`src/rtl/uart_tx_serializer.sv`:
```
// Pops one byte per frame from a show-ahead TX FIFO and serialises start/8 data LSB-first/[parity]/stop onto tx.
// Start bit begins the cycle after the capture edge; no pop while tx_enable=0, the FIFO is empty, or a frame is in flight.
module uart_tx_serializer #(
  parameter int CLKS_PER_BIT = 434,
  parameter int PARITY_EN    = 0,
  parameter int PARITY_ODD   = 0,
  parameter int STOP_BITS    = 1
) (
  input  logic       clk,
  input  logic       reset,
  input  logic [7:0] fifo_data,
  input  logic       fifo_empty,
  output logic       fifo_rd_en,
  input  logic       tx_enable,
  output logic       tx,
  output logic       busy,
  output logic       tx_done
);

  localparam int            CW        = $clog2(CLKS_PER_BIT);
  localparam logic [CW-1:0] CNT_LAST  = CW'(CLKS_PER_BIT - 1);
  localparam logic [2:0]    STOP_LAST = 3'(STOP_BITS - 1);
  localparam logic          PAR_INV   = (PARITY_ODD != 0);

  typedef enum logic [2:0] {IDLE, START, DATA, PARITY, STOP} state_t;

  state_t        state_q, state_d;
  logic [CW-1:0] cnt_q, cnt_d;
  logic [2:0]    idx_q, idx_d;
  logic [7:0]    shift_q, shift_d;
  logic          par_q, par_d;
  logic          rd_en_q, rd_en_d;
  logic          tx_q, tx_d;
  logic          done_q, done_d;
  logic          bit_end;

  always_comb begin
    state_d = state_q;
    cnt_d   = cnt_q;
    idx_d   = idx_q;
    shift_d = shift_q;
    par_d   = par_q;
    rd_en_d = 1'b0;
    bit_end = (cnt_q == CNT_LAST);

    if (state_q != IDLE) begin
      cnt_d = bit_end ? '0 : cnt_q + CW'(1);
    end

    unique case (state_q)
      IDLE: begin
        if (tx_enable && !fifo_empty) begin
          shift_d = fifo_data;
          par_d   = ^fifo_data;
          rd_en_d = 1'b1;
          state_d = START;
        end
      end
      START: begin
        if (bit_end) begin
          state_d = DATA;
          idx_d   = '0;
        end
      end
      DATA: begin
        if (bit_end) begin
          shift_d = {1'b0, shift_q[7:1]};
          if (idx_q == 3'd7) begin
            idx_d   = '0;
            state_d = (PARITY_EN != 0) ? PARITY : STOP;
          end else begin
            idx_d = idx_q + 3'd1;
          end
        end
      end
      PARITY: begin
        if (bit_end) begin
          state_d = STOP;
          idx_d   = '0;
        end
      end
      STOP: begin
        if (bit_end) begin
          if (idx_q == STOP_LAST) begin
            state_d = IDLE;
            idx_d   = '0;
          end else begin
            idx_d = idx_q + 3'd1;
          end
        end
      end
      default: state_d = IDLE;
    endcase

    // Line level is computed from next-state values so tx leaves a flop aligned with the state.
    case (state_d)
      START:   tx_d = 1'b0;
      DATA:    tx_d = shift_d[0];
      PARITY:  tx_d = par_d ^ PAR_INV;
      default: tx_d = 1'b1;
    endcase

    done_d = (state_d == STOP) && (cnt_d == CNT_LAST) && (idx_d == STOP_LAST);
  end

  always_ff @(posedge clk or posedge reset) begin
    if (reset) begin
      state_q <= IDLE;
      cnt_q   <= '0;
      idx_q   <= '0;
      shift_q <= '0;
      par_q   <= 1'b0;
      rd_en_q <= 1'b0;
      tx_q    <= 1'b1;
      done_q  <= 1'b0;
    end else begin
      state_q <= state_d;
      cnt_q   <= cnt_d;
      idx_q   <= idx_d;
      shift_q <= shift_d;
      par_q   <= par_d;
      rd_en_q <= rd_en_d;
      tx_q    <= tx_d;
      done_q  <= done_d;
    end
  end

  assign fifo_rd_en = rd_en_q;
  assign tx         = tx_q;
  assign tx_done    = done_q;
  assign busy       = (state_q != IDLE);

endmodule

```
`config.mk`:
```
export PLATFORM = sky130hd
export DESIGN_NAME = uart_tx_serializer
export DESIGN_NICKNAME = d
export VERILOG_FILES = /design/src/rtl/uart_tx_serializer.sv
export SDC_FILE = /design/constraint.sdc
export NUM_CORES = 1
export LEC_CHECK = 0
export CORE_AREA = 5 5 90 67
export CTS_BUF_LIST = sky130_fd_sc_hd__clkbuf_16
export CTS_CLUSTER_DIAMETER = 120
export CTS_CLUSTER_SIZE = 12
export DETAILED_ROUTE_END_ITERATION = 7
export DIE_AREA = 0 0 95 72
export GPL_TIMING_DRIVEN = 1
export MAX_ROUTING_LAYER = met4
export PLACE_DENSITY_LB_ADDON = 0.05
export SYNTH_ARGS = -nofsm -noshare
export SYNTH_HDL_FRONTEND = slang
export SYNTH_SLANG_ARGS = --single-unit
```
`constraint.sdc`:
```
create_clock -name clk -period 5.9 [get_ports clk]
set_input_delay 0.59 -clock clk [delete_from_list [all_inputs] [get_ports clk]]
set_output_delay 0.59 -clock clk [all_outputs]
set_load 0.005 [all_outputs]
```
=== Word-level counts from Yosys, hierarchy flattened ===
Cells that the tools add are included.

* Input bits: 12
* Logic and storage cells: 60
* Register bits after elaboration: 27
* Output and inout bits: 4

* Equality and inequality tests: 13
* Add/sub/neg operators: 2
* Mux-type cells: 24
* Reduce and logical (&&, ||, !) cells: 12

{| class="wikitable"
|+ Operator list
! kind !! number
|-
| 3-bit 2-to-1 mux || 12
|-
| 9-bit == test, second input constant || 2
|-
| 9-bit 2-to-1 mux || 2
|-
| 8-bit 2-to-1 mux || 2
|-
| 8-bit one-hot mux with 2 select lines || 1
|-
| 3-bit one-hot mux with 5 select lines || 1
|-
| 3-bit by 2-bit == test with 1-bit output, second input constant || 4
|-
| 9-bit by 1-bit adder with 9-bit output, second input constant || 1
|-
| 3-bit == test, second input constant || 3
|-
| 3-bit logical NOT || 3
|-
| 3-bit one-hot mux with 3 select lines || 1
|-
| 8-bit XOR reduction || 1
|-
| 3-bit by 1-bit == test with 1-bit output, second input constant || 2
|-
| 1-bit 2-to-1 mux || 4
|-
| 2-bit inequality test, second input constant || 2
|-
| 3-bit by 1-bit adder with 3-bit output, second input constant || 1
|-
| 1-bit logical AND || 3
|-
| 1-bit one-hot mux with 3 select lines || 1
|-
| 3-bit AND reduction || 1
|-
| 3-bit nonzero test || 1
|-
| 2-bit nonzero test || 1
|-
| 2-bit OR reduction || 1
|-
| 1-bit logical NOT || 1
|}

=== Longest topological paths before layout ===
Gate-level depths: netlist of the first run.

* Word-level depth: 7
* Mapped depth: 8
* Mapped depth without buffers: 7

=== Least setup slack after synthesis of the first run ===
OpenSTA, ideal clock, no wires.

* Kind: reg2reg
* From: register cnt_q[0]
* To: register done_q (netlist: tx_done)
* Library setup time: 0.096 ns
* Setup slack: 3.944 ns
* Arrival time: 1.861 ns
* Path buffers: 0
* Clock period less this slack: 1.956 ns
* Data required time: 5.804 ns
* Cell stages (with the launch flop): 7
* Path through: dfrtp_1 -> ha_1 -> and3_2 -> nand3_2 -> or3_1 -> a221o_1 -> nor4_2

* Word-level cells in the longest chain between the ends: 6
* Elaborated cells on any way between the ends: 18
* Those cells by class: add/sub (1); eq/ne (3); mux (11); reduce/logical (3)

{| class="wikitable"
|+ Ends and longest elaborated chain
! item !! RTL line !! text
|-
| from (decl) || 28 || <nowiki>logic [CW-1:0] cnt_q, cnt_d;</nowiki>
|-
| from (signal assigned) || 118 || <nowiki>cnt_q <= cnt_d;</nowiki>
|-
| 9-bit by 1-bit adder with 9-bit output / 9-bit == test (equally long branches) || 47, 44 ||
|-
| 9-bit 2-to-1 mux (tied with other cells) || 47 || <nowiki>cnt_d = bit_end ? '0 : cnt_q + CW'(1);</nowiki>
|-
| 9-bit 2-to-1 mux / 3-bit one-hot mux with 5 select lines (equally long branches) || 46, 50 ||
|-
| 9-bit == test / 3-bit == test (equally long branches) || 103 || <nowiki>done_d = (state_d == STOP) && (cnt_d == CNT_LAST) && (idx_d == STOP_LAST);</nowiki>
|-
| 1-bit logical AND || 103 ||
|-
| 1-bit logical AND * || 103 ||
|-
| net done_d || 34 || <nowiki>logic done_q, done_d;</nowiki>
|-
| to (signal assigned) || 124 || <nowiki>done_q <= done_d;</nowiki>
|-
| to (decl) || 34 ||
|}

The timed path passes the listed nets; every way through them passes the cells marked *.
A chain may end at the register's enable or synchronous reset.

=== Worst setup path after layout of the first run ===
* From: register state_q[0]
* To: output busy

* Word-level cells in the longest chain between the ends: 1

{| class="wikitable"
|+ Ends and longest elaborated chain
! item !! RTL line !! text
|-
| from (decl) || 27 || <nowiki>state_t state_q, state_d;</nowiki>
|-
| from (signal assigned) || 117 || <nowiki>state_q <= state_d;</nowiki>
|-
| 3-bit nonzero test || 131 || <nowiki>assign busy = (state_q != IDLE);</nowiki>
|-
| to (decl) || 16 || <nowiki>output logic busy,</nowiki>
|}

Every way passes these cells.

==> results.sh, run 1 <==
export IMPL_pwr_share_seq_pct=47.2
export IMPL_nNetsFinal=207
export IMPL_grt_pass1_wl_mm=6.52
export IMPL_vdd_ir_drop_worst_mv=0.119
export IMPL_initial_core_util_pct=33.5
export IMPL_cts_root_buf="clkbuf_16"
export IMPL_cap_violations=0
export IMPL_grt_total_usage_pct=12.5
export IMPL_leakage_nw=0.820
export IMPL_htree_levels=1
export IMPL_p_switching_mw=0.212
export IMPL_clkPwrFrac_pct=24.6
export IMPL_clk_path_buf_depth=2
export IMPL_cts_setup_buffers=0
export IMPL_post_route_cells_drive_above_1_share_pct=10.6
export IMPL_dpl_worst_slack_ns=3.23
export IMPL_fin_crit_ns=2.73
export IMPL_final_cell_mix="dfrtp_1, nand2_1, clkdlybuf4s50_1"
export IMPL_status="complete, no violations"
export IMPL_grt_antenna_before_repair=0
export IMPL_multi_input_area_um2=926
export IMPL_synth_edf_count=0
export IMPL_worst_setup_path_type="flop to output pin"
export IMPL_internal_power_mw=0.411
export IMPL_hpwl_mm=2.98
export IMPL_hold_viol_final=0
export IMPL_power_share_combinational_pct=28.2
export IMPL_ios=16
export IMPL_grt_pass1_vias=1289
export IMPL_async_flop_share_pct=100
export IMPL_crit_chain="nor3_4 -> inv_2 -> clkdlybuf4s50_1"
export IMPL_cts_sinks=27
export IMPL_end_kind="output pin"
export IMPL_cts_repair_resize_count=0
export IMPL_routabilityCongestion=0.805
export IMPL_min_path_type="flop to flop"
export IMPL_setup_viol=0
export IMPL_drv_slew=0
export IMPL_rsz0062_at_grt="no"
export IMPL_portBuffers=15
export IMPL_clkTransAtPathRegs_ns=0.07
export IMPL_cts_tree="yes"
export IMPL_dr_pass1_iters=4
export IMPL_clkLatencyLatePin_ns=0.26
export IMPL_drtIter0Drc=45
export IMPL_nFillCells=537
export IMPL_setup_tns_final_ns=0
export IMPL_coreArea_um2=5060
export IMPL_max_freq_ghz=0.367
export IMPL_fin_crit_sh_pct=46.2
export IMPL_ys_seq_elements=27
export IMPL_ant_nets=0
export IMPL_wl_mm=3.91
export IMPL_synth_ff_type="dfrtp_1"
export IMPL_die_h_um=72
export IMPL_syn_to_final_growth_pct=15.6
export IMPL_ys_warn_count=0
export IMPL_wl_per_cell_um=15.0
export IMPL_grt_max_degree=28
export IMPL_setup_ws_ns=3.17
export IMPL_synth_area_um2=1700
export IMPL_final_common_cell="dfrtp_1"
export IMPL_yosysSeqAreaShare_pct=39.9
export IMPL_drcViolationCount=0
export IMPL_tightestPinTransition_ns=1.06
export IMPL_syn_nets=196
export IMPL_overflow=0
export IMPL_dieArea_um2=6840
export IMPL_ys_types=61
export IMPL_cellPowerDensity_nw_per_um2=318
export IMPL_die_x_um=95
export IMPL_cp_start_kind="flop"
export IMPL_slew_headroom_pct=29.6
export IMPL_rows=22
export IMPL_worstPathArrival_ns=2.14
export IMPL_switching_share_pct=34.1
export IMPL_max_stage_delay_ns=0.55
export IMPL_critPathSlowestCell="nor3_4"
export IMPL_vias=1349
export IMPL_critPathMaxFanout=14
export IMPL_cts_buffers=3
export IMPL_fin_skew_ns=0.00507
export IMPL_synthCells=179
export IMPL_antenna_cells=0
export IMPL_seq_area_um2=677
export IMPL_worstPathRequired_ns=5.31
export IMPL_avgSynthCellArea_um2=9.47
export IMPL_ctsHoldBuffers=0
export IMPL_drt_vias_per_instance=5.17
## flip-flops by register name, indices dropped and copies added (netlist names)
name,cells
cnt_q,9
fifo_rd_en,1
idx_q,3
par_q,1
shift_q,8
state_q,3
tx,1
tx_done,1
## power by group through the flow
stage / clock network [mW] / registers (mW) / logic [mW]
floorplan: 0 / 0.273 / 0.152
global placement: 0 / 0.297 / 0.172
detailed placement: 0 / 0.297 / 0.175
CTS: 0.161 / 0.294 / 0.177
global route: 0.165 / 0.303 / 0.201
finish: 0.153 / 0.294 / 0.176
## path summary, 6_finish.rpt
kind	cells after the start	to	start	slack (ns)
worst max-delay path	3	busy	state_q[0]	3.17
worst min-delay path	2	shift_q[6]	shift_q[6]	0.48
worst max register to register	6	shift_q[3]	state_q[0]	3.19
worst min register to register	2	shift_q[6]	shift_q[6]	0.48
max in group asynchronous	2	cnt_q[0]	reset	4.37
min in group asynchronous	2	shift_q[7]	reset	0.88
## cell type report
type,count,share of cell area (%)
clock buffers,3,3.83
inverters,10,1.91
clock inverters,1,0.255
flip-flops and latches,27,34.5
repair buffers,15,7.66
well taps,72,4.59
multi-input cells,133,47.2
## cell usage after synthesis, drive strengths merged (3+ instances only)
master	instances	share of area, %
o21ai	5	1.5
nor2b	3	1.1
nor4	3	2.4
nor2	10	2.2
a21oi	8	2.4
inv	10	2.2
and3	3	1.3
dfrtp	26	38
nor3b	3	1.6
a22oi	6	2.7
xnor2	9	4.6
nand3	5	1.8
nand2b	4	1.5
ha	5	3.7
buf	8	3.0
nand2	24	5.3
## cells by family after synthesis
| logic type | share of synthesized area (%) |
|---|---|
| fa+ha+maj | 3.69 |
| xor+xnor | 5.17 |
| flops | 39.9 |
| compound gates | 19.0 |
| buf+inv | 5.46 |
| mux | 0.590 |
| simple gates | 26.1 |
## critical path: cells and delay by family, from the launching register on
kind	cells	cell delay, ns
buffers and inverters	2	0.78
flip-flops	1	0.54
AND/OR/NAND/NOR	1	0.55
## metrics by stage
stage / cells / utilization [%] / cell area [µm²] / hold slack, ns / power [mW]
after detailed placement: 257 / 37.1 / 1880 / 0.464 / 0.472
after global routing: 261 / 38.7 / 1960 / 0.497 / 0.670
after floorplan: 179 / - / 1700 / 0.447 / 0.424
after CTS: 261 / 38.7 / 1960 / 0.482 / 0.632
after global placement: 257 / 37.1 / 1880 / 0.460 / 0.469
final: 261 / 38.7 / 1960 / 0.475 / 0.623
## routing by layer
| metal | wire length [µm] | vias up | part of all wire, % | GRT usage (%) |
|---|---|---|---|---|
| met5 | 0 | - | 0 | - |
| met4 | 10 | 0 | 0.26 | 1.92 |
| met3 | 208 | 2 | 5.3 | 2.49 |
| met2 | 1640 | 29 | 42 | 17.1 |
| met1 | 2050 | 650 | 52 | 19.1 |
| li1 | - | 668 | - | - |
(Power assumes the default switching activity.)
==> run 2, diff against run 1 <==
clock period = 2.3 ns   (was 5.9 ns; I/O delays follow)
==> run 2 against run 1 <==
Effect of this change:
- wire length up 0.15%
- final cell count up 4.2%
- global-route usage increased by 0.58 points
- critical path depth rose by 3
- sequential share of layout area decreased by 1.4 points
- count of clock-buffer cells in the layout is the same
- clock skew is 0.0024 ns lower
- combinational power rose to 2.7 times the previous value
- via count rose by 3.3%
- largest cell class unchanged
- setup slack lost 3.0 ns
==> results.sh, run 2 (synthesis results as in run 1) <==
export IMPL_status="complete, no violations"
export IMPL_fin_cells=272
export IMPL_cellPowerDensity_nw_per_um2=793
export IMPL_hpwl_mm=2.99
export IMPL_cts_setup_buffers=0
export IMPL_max_freq_ghz=0.470
export IMPL_power_mw=1.62
export IMPL_internal_power_mw=1.07
export IMPL_portBuffers=15
export IMPL_top_regs="cnt_q x9, shift_q x8"
export IMPL_vias=1394
export IMPL_wl_mm=3.92
export IMPL_cts_repair_resize_count=0
export IMPL_worstPathRequired_ns=2.47
export IMPL_p_switching_mw=0.553
export IMPL_cts_tree="yes"
export IMPL_largest_reg_flops=9
export IMPL_fin_crit_sh_pct=92.4
export IMPL_syn_to_final_growth_pct=20.5
export IMPL_cp_start_kind="flop"
export IMPL_holdWs_ns=0.323
export IMPL_critPathSlowestCell="dfrtp_1"
export IMPL_nNetsFinal=218
export IMPL_htree_levels=1
export IMPL_nFillCells=516
export IMPL_initial_core_util_pct=33.5
export IMPL_rows=22
export IMPL_use_met1_pct=19.5
export IMPL_post_route_cells_drive_above_1_share_pct=15.5
export IMPL_clkLatencyLatePin_ns=0.26
export IMPL_placed_cells=268
export IMPL_critPathMaxFanout=6
export IMPL_crit_chain="ha_1 -> and3_2 -> nand3_2 -> or3_1 -> a221o_1 -> nor4_2"
export IMPL_drv_slew=0
export IMPL_final_cell_mix="dfrtp_1, nand2_1, clkdlybuf4s50_1"
export IMPL_die_h_um=72
export IMPL_pwr_share_seq_pct=46.0
export IMPL_grt_busiest_layer="met1"
export IMPL_grt_pass1_wl_mm=6.85
export IMPL_ios=16
export IMPL_antenna_cells=0
export IMPL_switching_share_pct=34.1
export IMPL_top_register="cnt_q"
export IMPL_overflow=0
export IMPL_fin_skew_ns=0.00267
export IMPL_hold_viol_final=0
export IMPL_leakage_nw=0.877
export IMPL_ff2ff_setup_slack_ns=0.17
export IMPL_grt_pass1_vias=1350
export IMPL_setup_ws_ns=0.174
export IMPL_use_met3_pct=3.11
export IMPL_grt_total_usage_pct=13.0
export IMPL_grt_max_degree=28
export IMPL_vdd_ir_drop_worst_mv=0.331
export IMPL_ant_nets=0
export IMPL_coreArea_um2=5060
export IMPL_ctsHoldBuffers=0
export IMPL_max_stage_delay_ns=0.46
export IMPL_cap_violations=0
export IMPL_drtIter0Drc=57
export IMPL_grt_use_met2_pct=18.1
export IMPL_rr_startpoint="cnt_q[0]"
export IMPL_clk_path_buf_depth=2
export IMPL_setup_tns_final_ns=0
export IMPL_dpl_worst_slack_ns=0.132
export IMPL_min_path_type="input pin to asynchronous set/reset pin"
export IMPL_cts_sinks=27
export IMPL_final_common_cell="dfrtp_1"
export IMPL_cts_buffers=3
export IMPL_clkPwrFrac_pct=24.7
export IMPL_placed_area_um2=1960
export IMPL_drt_vias_per_instance=5.13
export IMPL_dr_pass1_iters=4
export IMPL_r2r_end="tx_done"
export IMPL_tightestPinTransition_ns=0.399
export IMPL_dieArea_um2=6840
export IMPL_rsz0062_at_grt="no"
export IMPL_worst_setup_path_type="flop to flop"
export IMPL_setup_viol=0
export IMPL_routabilityCongestion=0.866
export IMPL_clkTransAtPathRegs_ns=0.07
export IMPL_fin_area_um2=2040
export IMPL_grt_antenna_before_repair=0
export IMPL_final_util_pct=40.3
export IMPL_slew_headroom_pct=73.3
export IMPL_drcViolationCount=0
export IMPL_fin_crit_ns=2.13
export IMPL_power_share_combinational_pct=29.3
export IMPL_end_kind="flop"
export IMPL_wl_per_cell_um=14.4
export IMPL_reg2regPathDepth=6
export IMPL_die_x_um=95
export IMPL_worstPathArrival_ns=2.30
export IMPL_cts_root_buf="clkbuf_16"
[run 2: cell types whose count changed in the layout (fill, tap and decap cells not counted)]
cell,before,now
and4b_1,1,0
clkinv_2,1,0
inv_1,9,10
and4b_2,0,1
buf_4,0,11
[run 2: cell type report]
class	count	area (µm²)	area share, %
repair buffers	26	233	11.4
multi-input cells	133	927	45.4
flip-flops and latches	27	677	33.1
well taps	72	90.1	4.41
clock inverters	1	3.75	0.184
clock buffers	3	75.1	3.67
inverters	10	37.5	1.84
[run 2: worst max-delay path: cells and delay by family (launching register included)]
kind                       cells  cell delay (ns)
AOI/OAI and AO/OA              1             0.33
adders and majority gates      1             0.28
DFF                            1             0.46
and+or+nand+nor                4             0.95
[run 2: worst max path at each step]
stage / start / end / cells after the start
floorplan: cnt_q[0] / tx_done / 6
CTS: cnt_q[1] / tx_done / 7
finish: cnt_q[0] / tx_done / 6
detailed placement: cnt_q[1] / tx_done / 7
global route: cnt_q[0] / tx_done / 6
global placement: cnt_q[1] / tx_done / 7
[run 2: power groups by stage]
stage / sequential [mW] / clock [mW] / combinational, mW
5_1_grt: 0.767 / 0.432 / 0.537
4_1_cts: 0.742 / 0.419 / 0.478
2_1_floorplan: 0.699 / 0 / 0.389
3_3_place_gp: 0.750 / 0 / 0.479
6_report: 0.745 / 0.401 / 0.475
3_5_place_dp: 0.750 / 0 / 0.476
[run 2: routing by layer]
layer | wire length [µm] | vias up
met1 | 1980 | 678
met4 | 19 | 0
met3 | 172 | 4
met5 | 0 | -
li1 | - | 690
met2 | 1740 | 22
==> run 3, diff against run 2 <==
PLACE_DENSITY_LB_ADDON = unset   (was 0.05)
==> run 3 against run 2 <==
Effect of this change:
- clock power increased by 1%
- register-to-register slack better by 0.02 ns
- hold slack gained 0.0032 ns
- die area stayed put
- sequential share of layout area up 0.25 points
- via count decreased by 1.1%
- setup slack better by 0.021 ns
- final cell count shrank 0.74%
- core utilization fell by 0.30 points
- flip-flop and latch count is the same
- non-clock buffer count down 2
==> results.sh, run 3 (synthesis results as in run 1) <==
export IMPL_status="complete, no violations"
export IMPL_top_register="cnt_q"
export IMPL_hold_viol_final=0
export IMPL_grt_total_usage_pct=12.7
export IMPL_top_regs="cnt_q x9, shift_q x8"
export IMPL_syn_to_final_growth_pct=19.6
export IMPL_placed_area_um2=1950
export IMPL_nFillCells=516
export IMPL_wl_mm=4.06
export IMPL_clkLatencyLatePin_ns=0.26
export IMPL_final_cell_mix="dfrtp_1, nand2_1, clkdlybuf4s50_1"
export IMPL_vdd_ir_drop_worst_mv=0.399
export IMPL_cp_start_kind="flop"
export IMPL_seq_area_um2=677
export IMPL_fin_crit_sh_pct=91.5
export IMPL_max_freq_ghz=0.475
export IMPL_grt_pass1_vias=1250
export IMPL_pwr_share_seq_pct=45.8
export IMPL_rsz0062_at_grt="no"
export IMPL_dr_pass1_iters=4
export IMPL_nNetsFinal=216
export IMPL_cellPowerDensity_nw_per_um2=805
export IMPL_p_switching_mw=0.564
export IMPL_end_kind="flop"
export IMPL_cap_violations=0
export IMPL_fin_area_um2=2030
export IMPL_die_h_um=72
export IMPL_tightestPinTransition_ns=0.579
export IMPL_routabilityCongestion=0.856
export IMPL_drt_vias_per_instance=5.10
export IMPL_overflow=0
export IMPL_grt_pass1_wl_mm=6.57
export IMPL_clkTransAtPathRegs_ns=0.07
export IMPL_wl_per_cell_um=15.0
export IMPL_cts_setup_buffers=0
export IMPL_worst_setup_path_type="flop to flop"
export IMPL_worstPathArrival_ns=2.28
export IMPL_cts_tree="yes"
export IMPL_antenna_cells=0
export IMPL_vias=1378
export IMPL_slew_headroom_pct=61.3
export IMPL_multi_input_area_um2=926
export IMPL_switching_share_pct=34.5
export IMPL_critPathSlowestCell="dfrtp_1"
export IMPL_ios=16
export IMPL_grt_antenna_before_repair=0
export IMPL_initial_core_util_pct=33.5
export IMPL_cts_sinks=27
export IMPL_htree_levels=1
export IMPL_ant_nets=0
export IMPL_ctsHoldBuffers=0
export IMPL_clk_path_buf_depth=2
export IMPL_drtIter0Drc=129
export IMPL_fin_crit_ns=2.11
export IMPL_critPathMaxFanout=6
export IMPL_largest_reg_flops=9
export IMPL_worstPathRequired_ns=2.47
export IMPL_grt_max_degree=28
export IMPL_cts_root_buf="clkbuf_16"
export IMPL_setup_viol=0
export IMPL_post_route_cells_drive_above_1_share_pct=14.6
export IMPL_rows=22
export IMPL_cts_buffers=3
export IMPL_internal_power_mw=1.07
export IMPL_max_stage_delay_ns=0.45
export IMPL_dieArea_um2=6840
export IMPL_die_x_um=95
export IMPL_crit_chain="ha_1 -> and3_2 -> nand3_2 -> or3_1 -> a221o_1 -> nor4_2"
export IMPL_drcViolationCount=0
export IMPL_coreArea_um2=5060
export IMPL_portBuffers=15
export IMPL_leakage_nw=0.864
export IMPL_hpwl_mm=2.98
export IMPL_drv_slew=0
export IMPL_fin_skew_ns=0.00304
export IMPL_final_common_cell="dfrtp_1"
export IMPL_setup_tns_final_ns=0
export IMPL_min_path_type="input pin to asynchronous set/reset pin"
export IMPL_power_share_combinational_pct=29.3
export IMPL_clkPwrFrac_pct=24.9
export IMPL_cts_repair_resize_count=0
[run 3: changes by cell type in the layout (fill, tap and decap cells not counted)]
| cell | previous run | this run |
|---|---|---|
| and4b_2 | 1 | 0 |
| inv_1 | 10 | 9 |
| clkinv_2 | 0 | 1 |
| and4b_1 | 0 | 1 |
| buf_4 | 11 | 9 |
[run 3: power groups by stage]
| stage | Sequential (mW) | Clock (mW) | Combinational [mW] |
|---|---|---|---|
| after global routing | 0.763 | 0.435 | 0.544 |
| after floorplan | 0.699 | 0 | 0.389 |
| final | 0.747 | 0.406 | 0.479 |
| after global placement | 0.746 | 0 | 0.475 |
| after CTS | 0.743 | 0.417 | 0.483 |
| after detailed placement | 0.751 | 0 | 0.477 |
[run 3: metal layers]
layer / wire [µm] / part of all wire (%) / vias to the layer above / GRT usage (%)
met5: 0 / 0 / - / -
met4: 27 / 0.66 / 0 / 2.88
met3: 204 / 5.0 / 2 / 2.49
met2: 1630 / 40 / 37 / 15.8
met1: 2200 / 54 / 649 / 20.6
li1: - / - / 690 / -
[run 3: critical path, delay by kind of cell, from the launching register on]
kind	cells	cell delay [ns]
AND/OR/NAND/NOR	4	0.94
flip-flops	1	0.45
AO/OA/AOI/OAI	1	0.33
adder cells (fa/ha/maj)	1	0.29
[run 3: worst paths after layout]
kind	startpoint	endpoint	slack, ns	depth (start not counted)
max	cnt_q[0]	tx_done	0.19	6
min	reset	shift_q[3]	0.33	3
max reg2reg	cnt_q[0]	tx_done	0.19	6
min reg2reg	shift_q[5]	shift_q[5]	0.48	2
max in group asynchronous	reset	tx	1.66	3
min in group clk	shift_q[5]	shift_q[5]	0.48	2
[run 3: through the flow]
step	power, mW	cells	setup slack (ns)	utilization, %	hold WS [ns]
5_1_grt	1.74	270	0.0712	40.0	0.375
4_1_cts	1.64	270	0.198	40.0	0.340
2_1_floorplan	1.09	179	0.344	-	0.282
3_3_place_gp	1.22	266	0.239	38.5	0.462
6_report	1.63	270	0.195	40.0	0.327
3_5_place_dp	1.23	266	0.176	38.5	0.468
[run 3: area by class of cell]
cell class,count,share of cell area [%]
inverter,10,1.85
timing repair buffer,24,10.7
sequential,27,33.4
multi-input combinational,133,45.7
tap,72,4.44
clock inverter,1,0.247
clock buffer,3,3.70
